$ cat src/rtl/lwc_arb_pkg.sv
// Shared types and the rotate-priority search used by the LWC register write arbiter.
package lwc_arb_pkg;

    typedef enum logic {
        IDLE   = 1'b0,
        LOCKED = 1'b1
    } arb_state_e;

    localparam int MAX_NREQ = 8;

    // Returns {found, idx}. Searches from last+1 and wraps. Unused upper valid bits
    // must be zero, which makes the mod-8 walk equal to a mod-NREQ walk.
    function automatic logic [3:0] next_rr(input logic [MAX_NREQ-1:0] valid,
                                           input logic [2:0]          last);
        logic [2:0] idx;
        logic [2:0] sel;
        logic       found;
        found = 1'b0;
        sel   = '0;
        for (int i = 1; i <= MAX_NREQ; i++) begin
            idx = last + 3'(i);
            if (!found && valid[idx]) begin
                found = 1'b1;
                sel   = idx;
            end
        end
        return {found, sel};
    endfunction

endpackage

$ cat src/rtl/lwc_rr_pick.sv
// Combinational rotate-priority encoder: picks the first valid requester after last.
module lwc_rr_pick
    import lwc_arb_pkg::*;
#(
    parameter int NREQ  = 4,
    parameter int IDX_W = $clog2(NREQ)
) (
    input  logic [NREQ-1:0]  valid,
    input  logic [IDX_W-1:0] last,
    output logic             found,
    output logic [IDX_W-1:0] idx
);

    logic [MAX_NREQ-1:0] valid_pad;
    logic [3:0]          res;

    always_comb begin
        valid_pad             = '0;
        valid_pad[NREQ-1:0]   = valid;
        res                   = next_rr(valid_pad, 3'(last));
        found                 = res[3];
        idx                   = IDX_W'(res[2:0]);
    end

endmodule

$ cat src/rtl/lwc_reg_write_arb.sv
// Round-robin write arbiter with locked bursts, feeding a shared enable-gated
// register through a registered d/en stage.
module lwc_reg_write_arb
    import lwc_arb_pkg::*;
#(
    parameter int WIDTH = 32,
    parameter int NREQ  = 4,
    parameter int IDX_W = $clog2(NREQ)
) (
    input  logic                  clk,
    input  logic                  rst,
    input  logic [NREQ-1:0]       req_valid,
    input  logic [NREQ*WIDTH-1:0] req_data,
    input  logic [NREQ-1:0]       req_lock,
    output logic [NREQ-1:0]       req_ready,
    output logic                  reg_en,
    output logic [WIDTH-1:0]      reg_d,
    output logic [IDX_W-1:0]      grant_idx,
    output logic                  busy
);

    arb_state_e       state_q, state_d;
    logic [IDX_W-1:0] owner_q, owner_d;
    logic [IDX_W-1:0] last_q, last_d;
    logic             reg_en_q;
    logic [WIDTH-1:0] reg_d_q;
    logic [IDX_W-1:0] grant_q;

    logic             pick_found;
    logic [IDX_W-1:0] pick_idx;
    logic [IDX_W-1:0] winner;
    logic             accept_any;
    logic [WIDTH-1:0] win_data;

    lwc_rr_pick #(.NREQ(NREQ), .IDX_W(IDX_W)) u_pick (
        .valid (req_valid),
        .last  (last_q),
        .found (pick_found),
        .idx   (pick_idx)
    );

    always_comb begin
        req_ready = '0;
        winner    = (state_q == LOCKED) ? owner_q : pick_idx;
        if (!rst) begin
            if (state_q == LOCKED)
                req_ready[owner_q] = req_valid[owner_q];
            else if (pick_found)
                req_ready[pick_idx] = 1'b1;
        end
        accept_any = |(req_valid & req_ready);
        win_data   = req_data[int'(winner)*WIDTH +: WIDTH];
    end

    always_comb begin
        state_d = state_q;
        owner_d = owner_q;
        last_d  = last_q;
        if (accept_any) begin
            owner_d = winner;
            last_d  = winner;
            // The lock bit of the accepted beat alone decides whether ownership persists.
            state_d = req_lock[winner] ? LOCKED : IDLE;
        end
    end

    always_ff @(posedge clk or posedge rst) begin
        if (rst) begin
            state_q <= IDLE;
            owner_q <= '0;
            last_q  <= IDX_W'(NREQ - 1);
        end else begin
            state_q <= state_d;
            owner_q <= owner_d;
            last_q  <= last_d;
        end
    end

    // Output stage: data and index only load on an accepted beat.
    always_ff @(posedge clk or posedge rst) begin
        if (rst) begin
            reg_en_q <= 1'b0;
            reg_d_q  <= '0;
            grant_q  <= '0;
        end else begin
            reg_en_q <= accept_any;
            if (accept_any) begin
                reg_d_q <= win_data;
                grant_q <= winner;
            end
        end
    end

    assign reg_en    = reg_en_q;
    assign reg_d     = reg_d_q;
    assign grant_idx = grant_q;
    assign busy      = (state_q == LOCKED);

endmodule
$ cat config.mk
export PLATFORM = sky130hd
export DESIGN_NAME = lwc_reg_write_arb
export DESIGN_NICKNAME = d
export VERILOG_FILES = /design/src/rtl/lwc_arb_pkg.sv /design/src/rtl/lwc_rr_pick.sv /design/src/rtl/lwc_reg_write_arb.sv
export SDC_FILE = /design/constraint.sdc
export NUM_CORES = 1
export LEC_CHECK = 0
export BUFFER_PORTS_ARGS = -buffer_cell sky130_fd_sc_hd__buf_2
export CORE_AREA = 5 5 102 104
export CTS_CLUSTER_DIAMETER = 150
export DETAILED_ROUTE_END_ITERATION = 10
export DIE_AREA = 0 0 107 109
export HOLD_SLACK_MARGIN = 0.02
export MAX_ROUTING_LAYER = met4
export PLACE_DENSITY = 0.59
export SYNTH_ARGS = -nofsm -noshare
export SYNTH_HDL_FRONTEND = slang
export SYNTH_SLANG_ARGS = --single-unit
$ cat constraint.sdc
create_clock -name clk -period 3.9 [get_ports clk]
set_input_delay 0.39 -clock clk [delete_from_list [all_inputs] [get_ports clk]]
set_output_delay 0.39 -clock clk [all_outputs]
set_load 0.005 [all_outputs]
==> results, run 1 <==
- The flow ran to the end, and the final reports show no timing, DRC or antenna violations.
- Detailed routing inserted a total of 2,412 vias.
- In the final layout, the share of cells above drive strength 1 is 71.0%.
- The worst stage delay on the critical path is 0.54 ns.
- The synthesized netlist devotes 0% of its cell area to XOR and XNOR gates.
- The post-route DRC violation count is 0.
- By area the synthesized netlist is led by sky130_fd_sc_hd__dfrtp_1 (33%), sky130_fd_sc_hd__mux4_2 (31%), sky130_fd_sc_hd__mux2_2 (11%).
- The sink count of the clock tree is 38.
- The critical setup path kind is reg -> reg.
- In the post-route analysis, the smallest setup slack over all paths is around 0.26 ns.
- Of the post-synthesis cell area, the part taken by muxes is between 40% and 50%.
- The worst setup path is launched from a register.
- For this design the static power due to leakage is between 0.0015 and 0.002 µW.
- Summing the areas of all compound-gate instances in the mapped netlist gives 7.33% of the synthesized area.
- The depth of the CTS H-tree is 2.
- Timing would allow up to approximately 270 MHz.
- For this run, the total global-route usage over all layers was measured as 14.6%.
- The count of warnings emitted by yosys is 0.
- The clock tree skew after final layout is between 0.009 and 0.01 ns.
- Counting along the longest clock path gives a buffer depth of 2.
- The synthesized netlist cell count is around 190.
- The number of setup buffers added after CTS is 0.
- Before antenna repair, the detailed router went through 4 iterations.
- The headroom to the max-slew limit is 63.7%.
- The summed negative setup slack over all endpoints is 0 ns.
- The die is between 100 and 150 µm wide.
- The number of vias per cell after detailed routing is ~5.
- The required time at the worst-slack endpoint is ~4.1 ns.
- The master cell of the clock root buffer is sky130_fd_sc_hd__clkbuf_8.
- Setup repair after global routing left no endpoint under its margin.
- After synthesis, the largest family of logic cells by area is multiplexers.
- Of all cell types, the one taking the most synthesized area is sky130_fd_sc_hd__dfrtp_1.
- In this run the power density over the cells is around 1100 mW/mm².
- Wires add up to ~8200 µm.
- The HPWL after detailed placement is about 6500 µm.
- The distinct cell type count of the synthesized netlist is 40.
- Counting flops and latches in the post-synthesis netlist gives 38.
- At the later pin of the worst-skew pair, clock insertion delay measures slightly below 0.3 ns.
- The maximum fanout along the worst path is 35.
- Entering global routing, the biggest net connects 39 pins.
- The total congestion overflow is 0.
- The effective utilization at floorplan is approximately 29%.
- STA classifies the critical path endpoint as a register.
- The critical path goes through inv_1, ha_2, mux4_2, or2_1, nor3b_2, o41ai_4, o21ai_4, buf_12, mux4_2, mux2_1.
- The post-CTS clock slew at the launch and capture registers of the worst setup and hold paths is about 0.07 ns.
- For the pin with the worst max-slew slack, the measured transition is around 0.54 ns.
- The slowest stage of the critical path is the sky130_fd_sc_hd__mux4_2 cell.
- Data on the critical path arrives at its endpoint at ~3.8 ns.
- Summing the areas of all and, or, nand and nor instances in the mapped netlist gives under 10% of the synthesized area.
- The count of buffers added on input and output ports is between 150 and 200.
- The number of pins exceeding their max-slew limit in the final report is 0.
- Synthesis produced a netlist with a net count of around 330.
- The average instance in the mapped netlist occupies 14.3 µm².
- The total of max-cap violations is 0.
- In the final routed layout, each cell accounts on average for 16.9 µm.
- The worst hold slack is ~0.28 ns.
- The number of hold buffers added after cts is 0.
- The total I/O pin count is between 150 and 200.
- The sequential cell area fraction in the yosys report is a little over a third.
- The initial antenna violation count was 1.
- The largest vdd supply drop is between 0.0006 and 0.0007 V.
- The region available for standard cell placement spans between 0.009 and 0.01 mm².
- The worst path uses between 90% and 100% of the clock period.
- From bottom edge to top edge, the die measures 109 µm.
- The adder-cell share of the synthesized area is less than 1%.
- By instance count, the cell type seen most on the critical path is sky130_fd_sc_hd__mux4_2.
- The number of setup violations in the final report is 0.
- The class of the most critical hold timing path is in -> async.
- The total count of hold-check failures in the final report is 0.
- The area fraction of the dominant cell type after synthesis is between 30% and 40%.
- The CTS tree is built.
- The post-synthesis to final-layout area growth is 41.7%.
- The via count of the first global-routing pass is 2,655.
- The die covers 0.0117 mm².
- At the placement stage, the worst setup path has a slack of between 0.15 and 0.2 ns.
- The number of placement rows is 36.
- The smallest clock period supported by the final layout is computed as 3.64 ns.
- The first-pass GRT wire length is 12,900 µm.
- The DRC marker count from the first detailed-route iteration is 63.
- The count of nets left with antenna violations once routing finished came out at 0.
- The filler cells instantiated in the layout total 951.
- The global placement routability congestion is ~0.81.
- The total standard cell area after synthesis is roughly 0.0027 mm².
- Gates resized during post-CTS repair numbered 0.
- The CTS buffer count is 5.
- In the final design database the tool counted 508 nets.
==> cells in the mapped netlist (all sizes together) <==
| cell type | number |
|---|---|
| o41ai | 1 |
| o21ai | 6 |
| o31ai | 1 |
| o32a | 1 |
| nor3 | 3 |
| o2bb2ai | 2 |
| buf | 13 |
| mux2 | 38 |
| o211ai | 1 |
| inv | 5 |
| or2 | 1 |
| a21o | 3 |
| nand4 | 1 |
| mux4 | 37 |
| o21bai | 1 |
| o21a | 2 |
| clkbuf | 1 |
| or4 | 1 |
| nand2b | 1 |
| nand3b | 1 |
| nor3b | 3 |
| ha | 2 |
| mux2i | 2 |
| dfstp | 2 |
| dfrtp | 36 |
| nor2 | 4 |
| nor2b | 1 |
| or4b | 1 |
| nor4 | 1 |
| and3 | 2 |
| a21oi | 6 |
| nand3 | 2 |
| nand2 | 8 |
| o31a | 1 |
==> report_power, final <==
| group | switching (µW) | internal [µW] |
|---|---|---|
| logic | 1350 | 1810 |
| registers | 127 | 651 |
| clock network | 134 | 127 |
==> layout by cell type (no fill, tap or decap), types with 2 or more instances in the layout <==
cell,n
sky130_fd_sc_hd__a21o_1,3
sky130_fd_sc_hd__a21oi_1,6
sky130_fd_sc_hd__and3_1,2
sky130_fd_sc_hd__buf_12,3
sky130_fd_sc_hd__buf_2,177
sky130_fd_sc_hd__buf_4,4
sky130_fd_sc_hd__clkbuf_1,3
sky130_fd_sc_hd__clkbuf_8,5
sky130_fd_sc_hd__dfrtp_1,36
sky130_fd_sc_hd__dfstp_2,2
sky130_fd_sc_hd__inv_1,4
sky130_fd_sc_hd__mux2_1,12
sky130_fd_sc_hd__mux2_2,26
sky130_fd_sc_hd__mux2i_1,2
sky130_fd_sc_hd__mux4_2,37
sky130_fd_sc_hd__nand2_1,8
sky130_fd_sc_hd__nand3_1,2
sky130_fd_sc_hd__nor2_1,4
sky130_fd_sc_hd__nor3_1,2
sky130_fd_sc_hd__nor3b_1,2
sky130_fd_sc_hd__o21a_1,2
sky130_fd_sc_hd__o21ai_0,3
sky130_fd_sc_hd__o21ai_4,2
sky130_fd_sc_hd__o2bb2ai_1,2
==> per-stage QoR <==
step / util, % / instances / total power, µW / instance area [µm²]
after CTS: 40.9 / 483 / 4280 / 3870
after global placement: 40.0 / 475 / 3930 / 3790
after floorplan: - / 191 / 3180 / 2730
after global routing: 40.9 / 484 / 4560 / 3870
final: 40.9 / 484 / 4200 / 3870
after detailed placement: 40.0 / 475 / 4010 / 3790
==> critical path: cells and delay by family, from the launching register on <==
kind / cells / cell delay [ns]
multiplexers: 3 / 1.18
AND/OR/NAND/NOR: 2 / 0.65
flip-flops: 1 / 0.53
adder cells (fa/ha/maj): 1 / 0.43
buffers and inverters: 2 / 0.35
AO/OA/AOI/OAI: 2 / 0.35
==> cells by family (layout without fill, tap and decap cells) <==
kind of cell	Yosys count	in the layout
muxes	77	77
and+or+nand+nor	30	30
AOI/OAI and AO/OA	25	25
other	0	1
adders and majority gates	2	2
DFF	38	38
buffers and inverters	19	197
==> registers in the layout (all words and copies together), names as in the netlist <==
signal,cells
busy,1
last_q,2
owner_q,2
reg_d,32
reg_en,1
==> routing by layer <==
layer	global-route usage, %	share of wire [%]
met2	26.3	55
met4	3.56	1.0
met3	3.37	6.8
met5	-	0
met1	16.3	37
==> final cells by class <==
cell class | instances | area [µm²] | share of cell area, %
Multi-Input combinational cell | 134 | 1700 | 43.9
Timing Repair Buffer | 184 | 976 | 25.2
Sequential cell | 38 | 953 | 24.6
Tap cell | 114 | 143 | 3.68
Clock buffer | 8 | 80.1 | 2.07
Inverter | 5 | 18.8 | 0.485
Antenna cell | 1 | 2.50 | 0.0646
==> path summary, 6_finish.rpt <==
path | startpoint | end | slack (ns) | cells after the start
hold reg to reg | reg_d[5]$_DFFE_PP0P_ | reg_d[5]$_DFFE_PP0P_ | 0.49 | 1
max in group asynchronous | rst | last_q[0]$_DFFE_PP1P_ | 3.25 | 3
min in group clk | reg_d[5]$_DFFE_PP0P_ | reg_d[5]$_DFFE_PP0P_ | 0.49 | 1
setup reg to reg | last_q[0]$_DFFE_PP1P_ | reg_d[24]$_DFFE_PP0P_ | 0.26 | 10
hold / removal | rst | owner_q[1]$_DFFE_PP0P_ | 0.28 | 3
setup / recovery | last_q[0]$_DFFE_PP1P_ | reg_d[24]$_DFFE_PP0P_ | 0.26 | 10
Power figures use the tool's default switching activity.
==> run 2: changes to the inputs <==
Settings changed: CORE_AREA 5 5 102 104 to 5 5 141 76, DIE_AREA 0 0 107 109 to 0 0 146 81, PLACE_DENSITY 0.59 to 0.6, RECOVER_POWER set to 50.
==> run 2 against run 1 <==
  * The flow now finishes with violations (max-capacitance violations, max-slew violations)
  * First-iteration DRC count up 83%
  * Final cell count up 2.7%
  * Non-clock buffer count up 6
  * Register-to-register slack got worse by 0.08 ns
  * Die area up 1.4%
  * Critical path depth unchanged
==> results, run 2 (same netlist as run 1, synthesis figures left out) <==
- The final period demand of the worst path is 3.72 ns.
- The total core area is between 0.009 and 0.01 mm².
- Along the worst path, the maximum fanout reaches 30.
- The final reports fail on max-capacitance violations, max-slew violations.
- The worst hold path belongs to the class reg -> reg.
- The flow ran to the end, but the final reports show violations.
- From synthesis to final layout, the design area changed by 47.4%.
- The master cell of the clock root buffer is sky130_fd_sc_hd__clkbuf_16.
- The horizontal die dimension is ~150 µm.
- In the routed design, unresolved DRC markers number 0.
- The initial antenna violation count was 0.
- After clock tree synthesis, the clock-pin slew on the worst setup and hold paths is around 0.06 ns.
- The initialized floorplan defines 25 standard-cell rows.
- The CTS tree is built.
- The y dimension of the die is 81 µm.
- The first global-routing pass estimated 13,800 µm of wire.
- Entering global routing, the biggest net connects 39 pins.
- The number of pins exceeding their max-slew limit in the final report came to 39.
- The repair_antennas step left the layout with diodes totalling 0.
- In this run, CTS created clock tree buffers numbering 5.
- Counting along the longest clock path gives a buffer depth of 2.
- The element type at the critical path start is a register.
- The number of iterations in the first detailed-routing pass is 4.
- The routed length per placed instance is around 18 µm.
- For the worst setup path, the data required time is between 4 and 5 ns.
- The number of vias per cell after detailed routing is 5.03.
- The transition at the pin with the smallest max-transition slack is approximately 2.1 ns.
- Summed over all layers, the global routing overflow is 0.
- Based on the critical path, the design can be clocked at up to 269 MHz.
- The largest vdd supply drop is about 0.00047 V.
- The worst slack at placement is -0.0980 ns.
- The clock latency of the later-clocked register in the worst-skew pair is 0.28 ns.
- In this run, the combinational gates consume between 70% and 80% of the power.
- The HPWL after detailed placement is 7140 µm.
- The sink count of the clock tree is 38.
- For the worst setup path, the data arrival time is around 3.9 ns.
- Internal power comes to ~2900 µW.
- The die footprint is 0.0118 mm².
- The number of buffers inserted by port buffering is approximately 180.
- The flip-flop count of the largest register, all copies and words added is 32.
- The standard cell area after detailed placement is about 0.0038 mm².
- Once detail routing completed, the nets flagged for antenna violations numbered 0.
- The first routing iteration left between 100 and 150 violations.
- Across the run, the number of max-cap violations was 1.
- The leakage dissipation is 0.00183 µW.
- After the last flow step, the layout net total stands at 515.
- Clock skew on the completed layout was measured at around 0.0051 ns.
- The critical path is of the reg -> reg type.
- The most frequent standard cell in the layout excluding fill and tap cells is sky130_fd_sc_hd__buf_2.
- The library cells used most frequently in the layout, excluding fill and tap cells, are sky130_fd_sc_hd__buf_2 (160), sky130_fd_sc_hd__mux4_2 (37), sky130_fd_sc_hd__dfrtp_1 (36).
- The total count of hold-check failures in the final report is 0.
- The power share of the clock group is between 8 and 9%.
- The summed negative setup slack over all endpoints is 0 ns.
- Setup repair after global routing left no endpoint under its margin.
- In the finished design, the share of the clock period the worst path needs comes to approximately 95%.
- The H-tree was split into 2 levels.
- The number of setup violations in the final report is 0.
- The endpoint class of the critical path is a register.
- In this run, flip-flops and latches consume between 15 and 20% of the power.
- The headroom to the max-slew limit is -42.4%.
- Hold repair after CTS inserted 0 buffers.
- The reported net switching power is about 1800 µW.
- Cells with a size suffix above 1 make up about two thirds of the layout.
- The final non-filler cell area is 0.00403 mm².
- In this run switching power makes up between 30 and 40% of total power.
- The via count of the first global-routing pass is about 2.7k.
- Setup slack closes at 0.185 ns.
- The global-route usage over all layers is between 10% and 20%.
- In this run the power density over the cells is between 1000 and 1500 mW/mm².
- After detailed routing, the total wire length is 9100 µm.
- The effective utilization at floorplan is between 20 and 30%.
- For this block, the via count after detailed routing is between 2k and 2.5k.
- between 150 and 200 I/O pins were placed.
- Routability-driven placement finished with a final weighted congestion of about 0.86.
==> run 2: changes by cell type in the layout (fill, tap and decap cells not counted), sizes merged <==
| cell | delta |
|---|---|
| clkbuf | +16 |
| o21ai | +1 |
| buf | -11 |
| clkinv | +2 |
| inv | -1 |
| diode | -1 |
==> run 2: timing repair <==
item / 4_1_cts / 5_1_grt
pin swaps: 2 / 3
setup buffers: 0 / 4
gates cloned: 1 / 0
gates resized for setup: 2 / 2
endpoints found under the setup margin: 33 / 35
endpoints found under the hold margin: 0 / 0
==> run 2: worst paths after layout <==
kind	from	to	slack, ns	depth (start not counted)
max	last_q[1]$_DFFE_PP1P_	reg_d[27]$_DFFE_PP0P_	0.18	10
max in group asynchronous	rst	reg_d[24]$_DFFE_PP0P_	1.71	3
min reg2reg	reg_d[2]$_DFFE_PP0P_	reg_d[2]$_DFFE_PP0P_	0.50	1
min in group asynchronous	rst	reg_d[23]$_DFFE_PP0P_	0.96	3
min	reg_d[2]$_DFFE_PP0P_	reg_d[2]$_DFFE_PP0P_	0.50	1
max reg2reg	last_q[1]$_DFFE_PP1P_	reg_d[27]$_DFFE_PP0P_	0.18	10
==> run 2: final cells by class <==
type | instances | area, µm²
Fill cell | 890 | 5200
Sequential cell | 38 | 953
Clock buffer | 7 | 143
Timing Repair Buffer | 190 | 1020
Clock inverter | 1 | 5.00
Tap cell | 121 | 151
Multi-Input combinational cell | 135 | 1730
Inverter | 5 | 18.8
==> run 2: power by group through the flow <==
stage | combinational (µW) | clock [µW] | sequential (µW)
after floorplan | 2400 | 0 | 783
after global placement | 3210 | 0 | 786
after detailed placement | 3270 | 0 | 799
after CTS | 3390 | 432 | 800
after global routing | 3750 | 446 | 831
final | 3460 | 409 | 802
==> run 2: critical path, cell delays in order (launching register included) <==
cell and delay [ns]:
sky130_fd_sc_hd__dfstp_2 0.59, sky130_fd_sc_hd__inv_1 0.09, sky130_fd_sc_hd__ha_1 0.39, sky130_fd_sc_hd__mux4_2 0.38, sky130_fd_sc_hd__or4b_1 0.56, sky130_fd_sc_hd__o21a_1 0.17, sky130_fd_sc_hd__o31a_1 0.34, sky130_fd_sc_hd__a21o_1 0.22
sky130_fd_sc_hd__nor3_4 0.25, sky130_fd_sc_hd__buf_12 0.24, sky130_fd_sc_hd__mux2_2 0.36
==> run 2: per-layer routing <==
| metal | part of all wire, % | GRT usage (%) | vias up |
|---|---|---|---|
| li1 | - | - | 1135 |
| met1 | 45 | 20.9 | 1231 |
| met2 | 46 | 23.0 | 127 |
| met4 | 0.66 | 2.81 | 0 |
| met5 | 0 | - | - |
| met3 | 8.8 | 5.02 | 6 |
==> run 2: per-stage QoR <==
stage / power [µW] / hold WS, ns / utilization, % / cells
finish: 4670 / 0.495 / 43.6 / 497
CTS: 4620 / 0.297 / 43.2 / 493
global route: 5030 / 0.510 / 43.6 / 497
global placement: 4000 / 0.471 / 41.3 / 484
floorplan: 3180 / 0.489 / - / 191
detailed placement: 4070 / 0.480 / 41.3 / 484
